### config.mk
export PLATFORM = sky130hd
export DESIGN_NAME = regfile_wb_arbiter
export DESIGN_NICKNAME = d
export VERILOG_FILES = /design/src/rtl/regfile_wb_arbiter.sv
export SDC_FILE = /design/constraint.sdc
export NUM_CORES = 1
export LEC_CHECK = 0
export ABC_CLOCK_PERIOD_IN_PS = 2310
export CAP_MARGIN = 20
export CORE_ASPECT_RATIO = 0.9
export CORE_MARGIN = 10
export CORE_UTILIZATION = 35
export CTS_CLUSTER_SIZE = 40
export DETAILED_ROUTE_END_ITERATION = 12
export DONT_BUFFER_PORTS = 1
export PLACE_DENSITY_LB_ADDON = 0.3
export SLEW_MARGIN = 10
export SYNTH_ARGS = -nofsm -noshare
export SYNTH_HDL_FRONTEND = slang
export SYNTH_SLANG_ARGS = --single-unit
### constraint.sdc
create_clock -name clk -period 2.31 [get_ports clk]
set_input_delay 0.231 -clock clk [delete_from_list [all_inputs] [get_ports clk]]
set_output_delay 0.231 -clock clk [all_outputs]
set_load 0.02 [all_outputs]
### src/rtl/regfile_wb_arbiter.sv
// regfile_wb_arbiter: round-robin EXU/LSU writeback arbiter with busy scoreboard
module regfile_wb_arbiter #(
  parameter int WIDTH = 32
) (
  input  logic             clk,
  input  logic             rst_n,
  input  logic             issue_valid,
  input  logic [4:0]       issue_rd,
  output logic             issue_ready,
  input  logic [4:0]       rs1_addr,
  input  logic [4:0]       rs2_addr,
  output logic             rs1_busy,
  output logic             rs2_busy,
  input  logic             ex_valid,
  input  logic [4:0]       ex_rd,
  input  logic [WIDTH-1:0] ex_data,
  output logic             ex_ready,
  input  logic             ls_valid,
  input  logic [4:0]       ls_rd,
  input  logic [WIDTH-1:0] ls_data,
  output logic             ls_ready,
  input  logic             flush,
  output logic             rf_we,
  output logic [4:0]       rf_waddr,
  output logic [WIDTH-1:0] rf_wdata,
  output logic             err
);
  logic [31:0]      busy_q, busy_d;
  logic             last_q, last_d;
  logic             rf_we_q, rf_we_d, err_q, err_d;
  logic [4:0]       rf_waddr_q, rf_waddr_d;
  logic [WIDTH-1:0] rf_wdata_q, rf_wdata_d;
  logic             gnt_ex, gnt_ls, acc;
  logic [4:0]       w_rd;
  logic [WIDTH-1:0] w_data;

  assign issue_ready = ~flush & ~busy_q[issue_rd];
  assign rs1_busy    = busy_q[rs1_addr];
  assign rs2_busy    = busy_q[rs2_addr];
  assign ex_ready    = gnt_ex;
  assign ls_ready    = gnt_ls;
  assign rf_we       = rf_we_q;
  assign rf_waddr    = rf_waddr_q;
  assign rf_wdata    = rf_wdata_q;
  assign err         = err_q;

  // Arbitration (last_q=1 means LSU won last), output register and scoreboard next state
  always_comb begin
    gnt_ex     = ex_valid & (~ls_valid | last_q);
    gnt_ls     = ls_valid & ~gnt_ex;
    acc        = gnt_ex | gnt_ls;
    w_rd       = gnt_ex ? ex_rd : ls_rd;
    w_data     = gnt_ex ? ex_data : ls_data;
    last_d     = acc ? gnt_ls : last_q;
    rf_we_d    = acc & (w_rd != 5'd0);
    rf_waddr_d = acc ? w_rd : rf_waddr_q;
    rf_wdata_d = acc ? w_data : rf_wdata_q;
    err_d      = err_q | (acc & (w_rd != 5'd0) & ~busy_q[w_rd]);
    busy_d     = busy_q;
    if (rf_we_q) busy_d[rf_waddr_q] = 1'b0;
    if (issue_valid & issue_ready) busy_d[issue_rd] = 1'b1;
    if (flush) busy_d = '0;
    busy_d[0]  = 1'b0;
  end

  // State registers; reset discards any pending write immediately
  always_ff @(posedge clk or negedge rst_n) begin
    if (!rst_n) begin
      busy_q     <= '0;
      last_q     <= 1'b1;
      rf_we_q    <= 1'b0;
      rf_waddr_q <= '0;
      rf_wdata_q <= '0;
      err_q      <= 1'b0;
    end else begin
      busy_q     <= busy_d;
      last_q     <= last_d;
      rf_we_q    <= rf_we_d;
      rf_waddr_q <= rf_waddr_d;
      rf_wdata_q <= rf_wdata_d;
      err_q      <= err_d;
    end
  end
endmodule

==> results.cfg <==
[route]
viasPerCell = 6.08
drtIter0Drc = 436
avgRoutedWirePerCell_um = 23.1
first_pass_iters = 5
drc = 0
postRouteAntennaNets = 0
vias = 3862
drt_wl_total_mm = 14.7

[worst_setup_path]
cp.required_ns = 2.08
startpoint_type = register
end_kind = primary output
crit_fanout = 5
critPathArrivalTime_ns = 2.18
crit_type = reg2out

[pwr]
irDropWorstVdd_mv = 0.315
pwr-share-clk = 0.390
swShare = 0.304
p_per_area_nw_per_um2 = 616
intPower_uw = 2240
pwr-share-comb = 0.128
p_switching_uw = 979
leakagePower_uw = 0.00211
sequentialPowerShare = 0.482

[layout]
syn2layout_area_growth_pct = 12.8
final_layout_size_suffix_gt1_frac = 0.191
diodes = 0
nets = 561
stdcell_count = 635

[logic_synthesis]
synthCells = 462
synth_seq_cells = 71
syn_area_sq_um = 4640
ys_warn_count = 0
synth_ff_type = dfrtp_1
yosys.area.top_type_share = 0.378
ys_async_sr_fraction = 1.00
synth_cell_type_count = 48
avgSynthCellArea_sq_um = 10.0
synth_edf_count = 0
synth_area_leaders = dfrtp_1, mux4_2, mux2i_1
synth.net_count = 557
yosysSeqAreaShare = 0.383
yosys.area.top_type = dfrtp_1

[global_routing]
grt_max_degree = 72
grt_pass1_wl_mm = 22.6
antenna_found_initial = 0
grt_pass1_vias = 3800
gr-total-overflow = 0
grt_util_all_layers = 0.157

[timing]
worstMarginPinSlew_ns = 0.955
hold_violations = 0
fin_ws_ns = -0.0969
grt_setup_unrepaired = yes
fin_crit_ns = 2.41
tns_ns = -0.239
fin_crit_sh = 1.04
setup_viol = 3
relSlewSlack = 0.358
maxSlewViolCount = 0
skew_ns = 0.00668
max_freq_ghz = 0.415

[floorplanning]
ioPinCount = 139
start_util = 0.361
die_x_um = 141
std_cell_rows = 39
core_sq_um = 12800
die_h_um = 129
dieArea_sq_um = 18300

[flow_run]
cap_viol_max_count = 0

[clock_network]
cts_buffers = 9
path_clk_slew_ns = 0.06
cts_tree = yes
cts_buffer_depth = 2
cts_root_buf = clkbuf_16
clkLatencyLatePin_ns = 0.34
clock_sinks = 71
htree_levels = 3

[place]
routabilityCongestion = 0.842
hpwl_mm = 11.0
portBuffers = 0
dp.cells = 608

[run_status]
violations = setup timing
status = finished, violations left

[min_path]
hp-class = in2reg
-- worst max-delay path, cell delays in order (launching register included) --
cell	delay (ns)
dfrtp_1	0.39
mux4_2	0.48
a221o_1	0.40
a31oi_4	0.19
and4_4	0.24
buf_6	0.13
-- power by group through the flow --
stage / Clock (uW) / Combinational (uW) / Sequential (uW)
finish: 1260 / 413 / 1550
global route: 1330 / 461 / 1570
CTS: 1280 / 403 / 1560
detailed placement: 0 / 353 / 1580
global placement: 0 / 347 / 1580
floorplan: 0 / 342 / 1520
-- cell usage in the layout (no fill, tap or decap), types with 2 or more instances in the layout --
cell	instances
a211oi_1	3
a21boi_0	2
a21oi_1	38
a311o_1	2
a31oi_1	2
and2_2	3
and3_1	5
buf_4	10
buf_6	8
clkbuf_16	9
clkinv_2	3
clkinvlp_4	3
dfrtp_1	67
dfrtp_2	3
dlygate4sd3_1	4
inv_1	5
mux2_2	4
mux2_4	3
mux2i_1	40
mux4_1	4
mux4_2	29
nand2_1	64
nand3_1	25
nand3b_1	8
nor2_1	13
nor2b_1	4
nor3b_1	4
o21ai_0	75
or3b_2	2
-- cell type report --
class                           instances  area (sq um)
Fill cell                            1212          7600
Multi-Input combinational cell        353          2690
Sequential cell                        71          1780
Timing Repair Buffer                   25           268
Clock buffer                           10           229
Tap cell                              164           205
Clock inverter                          6          37.5
Inverter                                6          22.5
-- worst paths after layout --
| kind | from | end | slack (ns) | cells past startpoint |
|---|---|---|---|---|
| max | busy_q[7] | issue_ready | -0.1 | 5 |
| min | ex_data[1] | rf_wdata[1] | 0.01 | 2 |
| max reg2reg | busy_q[7] | busy_q[19] | 0.08 | 7 |
| min reg2reg | last_q | last_q | 0.53 | 2 |
| max in group asynchronous | rst_n | last_q | 1.55 | 2 |
| min in group asynchronous | rst_n | busy_q[5] | 0.45 | 2 |
-- metrics by stage --
step                      total power [uW]  hold slack [ns]  area [sq um]  utilization  setup WS, ns
final                                 3220           0.0115          5230        0.408       -0.0969
after CTS                             3240          0.00400          5160        0.402        -0.113
after global placement                1920          -0.0604          4780        0.373         0.151
after floorplan                       1860          -0.0646          4640            -         0.113
after global routing                  3360           0.0176          5230        0.408        -0.154
after detailed placement              1930          -0.0601          4780        0.373        0.0841
-- layer usage --
layer	global-route usage	part of all wire
met2	0.238	0.48
met5	0	0
met3	0.0661	0.12
met4	0.0625	0.018
met1	0.194	0.39
-- kinds of logic after synthesis --
logic type	synth area share
multiplexers	0.271
AND/OR/NAND/NOR	0.148
buffers and inverters	0.0399
AO/OA/AOI/OAI	0.157
flip-flops	0.383
-- repair_timing --
item,4_1_cts,5_1_grt
setup endpoints to repair,4,18
hold buffers,5,0
pin swaps,2,2
resized for setup,12,11
setup buffers,2,3
endpoints found under the hold margin,104,0
-- cell usage after synthesis (2+ instances only) --
master     n
a21oi_1   39
or3b_2     2
and4_1     2
dfrtp_1   70
a21boi_0   2
nand2_1   65
clkbuf_1  25
nor2b_1    4
buf_1      3
nand3_1   25
mux2i_1   41
and2_2     3
inv_1      5
mux2_2     6
a211oi_1   3
buf_6      2
nand3b_1   8
mux4_2    27
o21ai_0   75
nor2_1    13
a31oi_1    2
a311o_1    2
mux4_1     6
and3_1     5
nor3b_1    4
-- flip-flops by register name, indices dropped and copies added (netlist names) --
signal and cells:
busy_q 31, err 1, last_q 1, rf_waddr 5, rf_wdata 32, rf_we 1
Note: power is estimated with default switching activity, not from simulation.
